==> src/rtl/branch_predictor.sv <==
// Direct-mapped dynamic branch predictor with 2-bit saturating counters.
// IF looks up the table by fetch PC. EX resolves the branch, detects a
// misprediction, supplies the redirect PC and trains the table.
module branch_predictor #(
    parameter int unsigned INDEX_BITS = 4
) (
    input  logic        clk,
    input  logic        rst,
    input  logic [31:0] if_pc,
    output logic        pred_taken,
    output logic [31:0] pred_target,
    input  logic        ex_br_valid,
    input  logic [31:0] ex_pc,
    input  logic        ex_taken,
    input  logic [31:0] ex_target,
    input  logic        ex_pred_taken,
    input  logic [31:0] ex_pred_target,
    output logic        mispredict,
    output logic [31:0] redirect_pc,
    output logic [31:0] br_count,
    output logic [31:0] miss_count
);

    localparam int unsigned ENTRIES = 1 << INDEX_BITS;
    localparam int unsigned TAG_W   = 32 - INDEX_BITS - 2;
    localparam int unsigned CTR_W   = 2;
    localparam logic [31:0] CNT_MAX = '1;
    localparam logic [CTR_W-1:0] CTR_MAX  = '1;
    localparam logic [CTR_W-1:0] CTR_MIN  = '0;
    localparam logic [CTR_W-1:0] CTR_WEAK = CTR_W'(2);

    logic                   valid_q  [ENTRIES];
    logic [TAG_W-1:0]       tag_q    [ENTRIES];
    logic [31:0]            target_q [ENTRIES];
    logic [CTR_W-1:0]       ctr_q    [ENTRIES];

    logic [INDEX_BITS-1:0]  if_idx;
    logic [TAG_W-1:0]       if_tag;
    logic [INDEX_BITS-1:0]  ex_idx;
    logic [TAG_W-1:0]       ex_tag;
    logic                   if_hit;
    logic                   ex_hit;
    logic                   target_wrong;

    // Index and tag fields; pc[1:0] takes no part in either.
    assign if_idx = if_pc[INDEX_BITS+1:2];
    assign if_tag = if_pc[31:INDEX_BITS+2];
    assign ex_idx = ex_pc[INDEX_BITS+1:2];
    assign ex_tag = ex_pc[31:INDEX_BITS+2];

    // Fetch-side lookup from registered table state; no bypass from training.
    always_comb begin
        if_hit      = valid_q[if_idx] && (tag_q[if_idx] == if_tag);
        pred_taken  = if_hit && ctr_q[if_idx][CTR_W-1];
        pred_target = pred_taken ? target_q[if_idx] : if_pc + 32'd4;
    end

    // EX-side resolution: compare the actual outcome with the carried prediction.
    always_comb begin
        ex_hit       = valid_q[ex_idx] && (tag_q[ex_idx] == ex_tag);
        target_wrong = ex_taken && ex_pred_taken && (ex_target != ex_pred_target);
        mispredict   = !rst && ex_br_valid &&
                       ((ex_taken != ex_pred_taken) || target_wrong);
        redirect_pc  = (ex_br_valid && ex_taken) ? ex_target : ex_pc + 32'd4;
    end

    // Table training: counters move on hits, taken misses allocate weakly taken.
    always_ff @(posedge clk) begin
        if (rst) begin
            for (int unsigned i = 0; i < ENTRIES; i++) begin
                valid_q[INDEX_BITS'(i)]  <= 1'b0;
                tag_q[INDEX_BITS'(i)]    <= '0;
                target_q[INDEX_BITS'(i)] <= '0;
                ctr_q[INDEX_BITS'(i)]    <= '0;
            end
        end else if (ex_br_valid) begin
            if (ex_hit) begin
                if (ex_taken) begin
                    if (ctr_q[ex_idx] != CTR_MAX) begin
                        ctr_q[ex_idx] <= ctr_q[ex_idx] + CTR_W'(1);
                    end
                    target_q[ex_idx] <= ex_target;
                end else if (ctr_q[ex_idx] != CTR_MIN) begin
                    ctr_q[ex_idx] <= ctr_q[ex_idx] - CTR_W'(1);
                end
            end else if (ex_taken) begin
                valid_q[ex_idx]  <= 1'b1;
                tag_q[ex_idx]    <= ex_tag;
                target_q[ex_idx] <= ex_target;
                ctr_q[ex_idx]    <= CTR_WEAK;
            end
        end
    end

    // Saturating event counters for resolved branches and mispredictions.
    always_ff @(posedge clk) begin
        if (rst) begin
            br_count   <= '0;
            miss_count <= '0;
        end else begin
            if (ex_br_valid && (br_count != CNT_MAX)) begin
                br_count <= br_count + 32'd1;
            end
            if (mispredict && (miss_count != CNT_MAX)) begin
                miss_count <= miss_count + 32'd1;
            end
        end
    end

endmodule
==> config.mk <==
export PLATFORM = sky130hd
export DESIGN_NAME = branch_predictor
export DESIGN_NICKNAME = d
export VERILOG_FILES = /design/src/rtl/branch_predictor.sv
export SDC_FILE = /design/constraint.sdc
export NUM_CORES = 2
export LEC_CHECK = 0
export ABC_AREA = 1
export CORE_MARGIN = 10
export CORE_UTILIZATION = 35
export DETAILED_ROUTE_END_ITERATION = 7
export PLACE_DENSITY = 0.47
export SLEW_MARGIN = 20
export SYNTH_ARGS = -nofsm -noshare
export SYNTH_HDL_FRONTEND = slang
export SYNTH_SLANG_ARGS = --single-unit
==> constraint.sdc <==
create_clock -name clk -period 4.1 [get_ports clk]
set_input_delay 0.82 -clock clk [delete_from_list [all_inputs] [get_ports clk]]
set_output_delay 0.82 -clock clk [all_outputs]
set_load 0.005 [all_outputs]
=== Yosys cells after proc, flatten, opt, wreduce, memory -nomap -nowiden ===
Memory sizes are Yosys's and may differ from the RTL's.
Index checks and enable logic that the tools add are counted.

* Flip-flop bits (word level): 64
* Bits in writable memories: 976
* Input bits: 133
* Output and inout port bits: 130
* Logic and storage cells: 79
* Memories: 4

{| class="wikitable"
|+ Memory list
! memory !! words !! width !! rd ports !! clocked after Yosys merged registers in !! wr ports !! RTL line !! source
|-
| target_q || 16 || 32 || 1 || 0 || 16 || 34 || <nowiki>logic [31:0] target_q [ENTRIES];</nowiki>
|-
| tag_q || 16 || 26 || 2 || 0 || 16 || 33 || <nowiki>logic [TAG_W-1:0] tag_q [ENTRIES];</nowiki>
|-
| ctr_q || 16 || 2 || 2 || 0 || 16 || 35 || <nowiki>logic [CTR_W-1:0] ctr_q [ENTRIES];</nowiki>
|-
| valid_q || 16 || 1 || 2 || 0 || 16 || 32 || <nowiki>logic valid_q [ENTRIES];</nowiki>
|}

* Add/subtract/negate cells: 6
* Eq/ne operators: 7
* Mux-type cells: 40
* Bitwise operators: 3
* Reduce and logical (&&, ||, !) cells: 17

{| class="wikitable"
|+ Operators by type and width
! cell !! count
|-
| two-way mux 32 bit || 4
|-
| adder 32 x 1 -> 32 bit (second input constant) || 2
|-
| adder 32 x 3 -> 32 bit (second input constant) || 2
|-
| != test 32 bit (second input constant) || 2
|-
| == test 26 bit || 2
|-
| != test 32 bit || 1
|-
| OR reduction 32 bit || 1
|-
| two-way mux 1 bit || 28
|-
| two-way mux 26 bit || 1
|-
| OR reduction 26 bit || 1
|-
| two-way mux 4 bit || 4
|-
| logical AND 1 bit || 10
|-
| two-way mux 2 bit || 3
|-
| bitwise OR 1 bit || 3
|-
| adder 2 x 1 -> 2 bit (second input constant) || 1
|-
| != test 2 bit (second input constant) || 1
|-
| nonzero test 2 bit || 1
|-
| OR reduction 2 bit || 1
|-
| subtractor 2 x 1 -> 2 bit (second input constant) || 1
|-
| logical NOT 1 bit || 1
|-
| logical OR 1 bit || 1
|-
| != test 1 bit || 1
|-
| OR reduction 1 bit || 1
|}

=== Depth between registers and ports, before layout ===
An unclocked memory read counts as a cell.

* Depth after elaboration: 12
* Gate-level depth with buffers: 24

=== Worst setup path after synthesis ===
No wires, ideal clock.

* Path kind: input-to-reg
* Start point: input port ex_pc[2]
* End point: memory tag_q[1][0] (netlist name) (enable)
* Arrival: 3.305 ns
* Data required time: 3.717 ns
* Slack: 0.412 ns
* Stages on the path: 22
* Path buffers: 5
* Cell sequence: buf_4 > buf_4 > buf_4 > nor2_1 > nor2_1 > nand2_1 > nand2_1 > nand2_1 > nand2_1 > nor2_1 > nand2_1 > nand2_1 > nor2_1 > nand3_1 > nor2_2 > nand2_1 > nand2_2 > inv_4 > buf_12 > nand2_4 > buf_6 > nand2_1

{| class="wikitable"
|+ RTL lines
! element !! RTL line !! source
|-
| start: declaration || 13 || <nowiki>input logic [31:0] ex_pc,</nowiki>
|-
| end: declaration || 33 ||
|}

=== Final worst setup path ===
* Start point: input port if_pc[2]
* End point: output port pred_target[21]

* Word-level cells in the longest chain between the ends: 5
* Elaborated cells on any way between the ends: 9

{| class="wikitable"
|+ RTL lines
! element !! RTL line !! source
|-
| start: declaration || 9 || <nowiki>input logic [31:0] if_pc,</nowiki>
|-
| memory (16 x 26 bit) || -- ||
|-
| == test 26 bit || 53 || <nowiki>if_hit = valid_q[if_idx] && (tag_q[if_idx] == if_tag);</nowiki>
|-
| logical AND 1 bit || 53 ||
|-
| logical AND 1 bit || 54 || <nowiki>pred_taken = if_hit && ctr_q[if_idx][CTR_W-1];</nowiki>
|-
| two-way mux 32 bit * || 55 || <nowiki>pred_target = pred_taken ? target_q[if_idx] : if_pc + 32'd4;</nowiki>
|-
| end: declaration || 11 || <nowiki>output logic [31:0] pred_target,</nowiki>
|}

Every way passes the cells marked *; elsewhere a longest branch is shown, timed or not.

==> run metrics <==
sw frac=0.274; DRT iter0 DRCs=5171; Post-synth top flop=edfxtp_1; Arr. time, crit path=3.46 ns; Synth Area in Compound Gates=0.107; post-layout min period=4.28 ns; r2r setup slk=0.79 ns; clk_lat worst skew=0.77 ns; Critical Path RT=3.28 ns; dpl cell area=64700 µm²; overall power=27200 µW; main combinational cell family by area after synthesis=simple AND/OR/NAND/NOR gates; Fillers=15400; final setup fails=31; CTS HTree Levels=3; Die Area=173000 µm²; Final Wtd Congestion=1.01; Comb pwr share=0.146; CTS tree=done; Post-Synth XOR/XNOR Area=0.0162; largest area contributor in the netlist=edfxtp_1; Synth-to-Final Area Change=27.4%; IO Port Bufs=262; gr usage total=0.267; actual slew at the worst max-slew pin=0.981 ns; startpoint types=primary input; Fin Clk Skew=0.0373 ns; Ys Warns=0; failing checks=DRC, setup timing; Max Clk Rate=0.234 GHz; final setup margin=-0.175 ns; crit path kind=in -> out; die height=416 µm; Tcrit/Tclk final=1.04; clock buffer depth=3; Slew headroom=0.346; Mapped Nets=6751; WL per Instance=25.7 µm; fraction of layout cells with a size suffix above 1=0.157; post-synth top area share=0.524; cell-internal power=19700 µW; clock root buffer=clkbuf_16; sequential share of power=0.451; CTS buffer count=121; status=finished with violations; clock slew at reported path FFs=0.06 ns; EDFF count, synth=960; Avg Synthesized Cell Area=8.32 µm²; RSZ-0062 raised after global routing=yes; Slew Viols, Final=0; Vias/cell=5.39; Lkg Pwr=0.0287 µW; iteration count of the initial detailed-routing pass=8; most common cell after layout, fill and taps aside=nor2_1; post-synthesis adder-cell area fraction=0.00182; simple-gate share of the synthesized area=0.246; share of synthesized registers carrying an async set or reset=0; IO Count=263; MaxCap Viol Count=0; CP endpoint kind=output port; vias in the first global route=48400; Clk pwr share=0.403; FP Rows=145; mux contribution to synthesized area=0; worst min path class=in -> reg; Routed Antenna Nets=0; die width=416 µm; Worst Reg-to-Reg Cells=20; first-pass GRT wire length=343000 µm; Psw=7460 µW; core area=156000 µm²; initial antenna violation count=14; post-route cell area=70100 µm²; maximum vdd ir drop=0.000388 V; hold path depth=2; register area share after synthesis=0.553; Synth area leaders=edfxtp_1 52%, nor2_1 11%, nand2_1 9.1%; synthesized area=55000 µm²; Cell Pwr Density=388 nW/µm²; post-synthesis cell count=6610; starting density of the core=0.352; DRC=1; Post-Route WL=242000 µm; commonest cells after routing, fill and taps aside=1541 x nor2_1, 1250 x nand2_1, 960 x edfxtp_1; Final Hold Fails=0; via count=50700; Final nets=7391; clk sinks=1040; crit-path max FO=10; cts hold-fix bufs=0; Synth Register Bits=1040; GRT Residual Overflow=0; DPL Wire Length=166000 µm; largest net degree at the start of global routing=150; Distinct cells, synth=48
-- through the flow --
step	utilization	setup TNS, ns	hold WS (ns)	worst slack, ns	instances
after floorplan	-	0	0.445	0.412	6610
after global placement	0.414	-237.98	0.459	-0.930	9137
after detailed placement	0.414	-221.42	0.461	-0.894	9137
after CTS	0.446	-3.25	0.421	-0.253	9399
after global routing	0.448	-8.43	0.456	-0.332	9417
final	0.448	-3.42	0.459	-0.175	9417
-- synth_stat cells (15+ instances only) --
cell type and n:
nor2_1 1573, nand2_1 1330, edfxtp_1 960, o21ai_0 621, inv_1 470, nand3_1 346, clkbuf_1 286, a21oi_1 254
buf_2 121, o22ai_1 85, dfxtp_1 80, xor2_1 63, o221ai_1 50, clkinv_1 49, nor3_1 47, o211ai_1 46
xnor2_1 39, nand4_1 35, buf_4 27, buf_6 22, nor4_1 15, o21ai_1 15
-- final cells by class --
cell class                      count  area, µm²  share of cell area
Sequential cell                  1040      30400               0.434
Multi-Input combinational cell   4581      21200               0.302
Timing Repair Buffer              980       9870               0.141
Clock buffer                      165       3290              0.0470
Tap cell                         2058       2570              0.0368
Inverter                          525       2020              0.0288
Clock inverter                     60        653             0.00932
Antenna cell                        7       17.5            0.000250
Timing Repair inverter              1       11.3            0.000161
-- cells by family after synthesis --
kind of cell	Yosys count
compound gates	1084
xor+xnor	102
fa+ha+maj	8
buf+inv	989
flops	1040
simple gates	3387
-- metal layers --
layer	vias up	track usage	routed length [µm]	part of all wire
li1	23200	-	-	-
met2	2241	0.421	110000	0.45
met5	-	0	40	0.00017
met4	6	0.152	15000	0.062
met3	480	0.0388	17800	0.074
met1	24800	0.351	99300	0.41
-- critical path: stages --
cell and delay (ns):
buf_16 0.14, buf_12 0.16, buf_16 0.16, clkbuf_16 0.17, o21ai_0 0.19, nand3_1 0.27, nand3_2 0.19, nand2_1 0.06
nand2_1 0.05, nand2_1 0.08, nor2_2 0.15, inv_1 0.06, nor2_2 0.12, nand2_2 0.10, buf_12 0.17, buf_12 0.14
buf_8 0.13, nor2_4 0.06, nor2_1 0.04, buf_2 0.12
-- registers in the layout (all words and copies together), names as in the netlist --
signal / cells
br_count: 32
tag_q: 416
valid_q: 16
ctr_q: 32
miss_count: 32
target_q: 512
-- path summary, 6_finish.rpt --
path / startpoint / to
setup / recovery: if_pc[2] / pred_target[21]
hold / removal: rst / br_count[21]
setup reg to reg: tag_q[12][8] / tag_q[2][3]
hold reg to reg: valid_q[1] / valid_q[1]
-- what timing repair did --
item / CTS / global route
setup endpoints to repair: 53 / 52
gates cloned: 12 / 6
pin swaps: 49 / 50
setup buffers: 25 / 12
resized for setup: 302 / 168
-- power by group through the flow --
stage                     registers, µW  clock network [µW]  logic, µW
after floorplan                   12400                   0       1740
after global placement            12500                   0       3800
after detailed placement          12500                   0       3790
after CTS                         12300               11100       3890
after global routing              12300               11500       4220
final                             12300               10900       3970
Power figures use the tool's default switching activity.
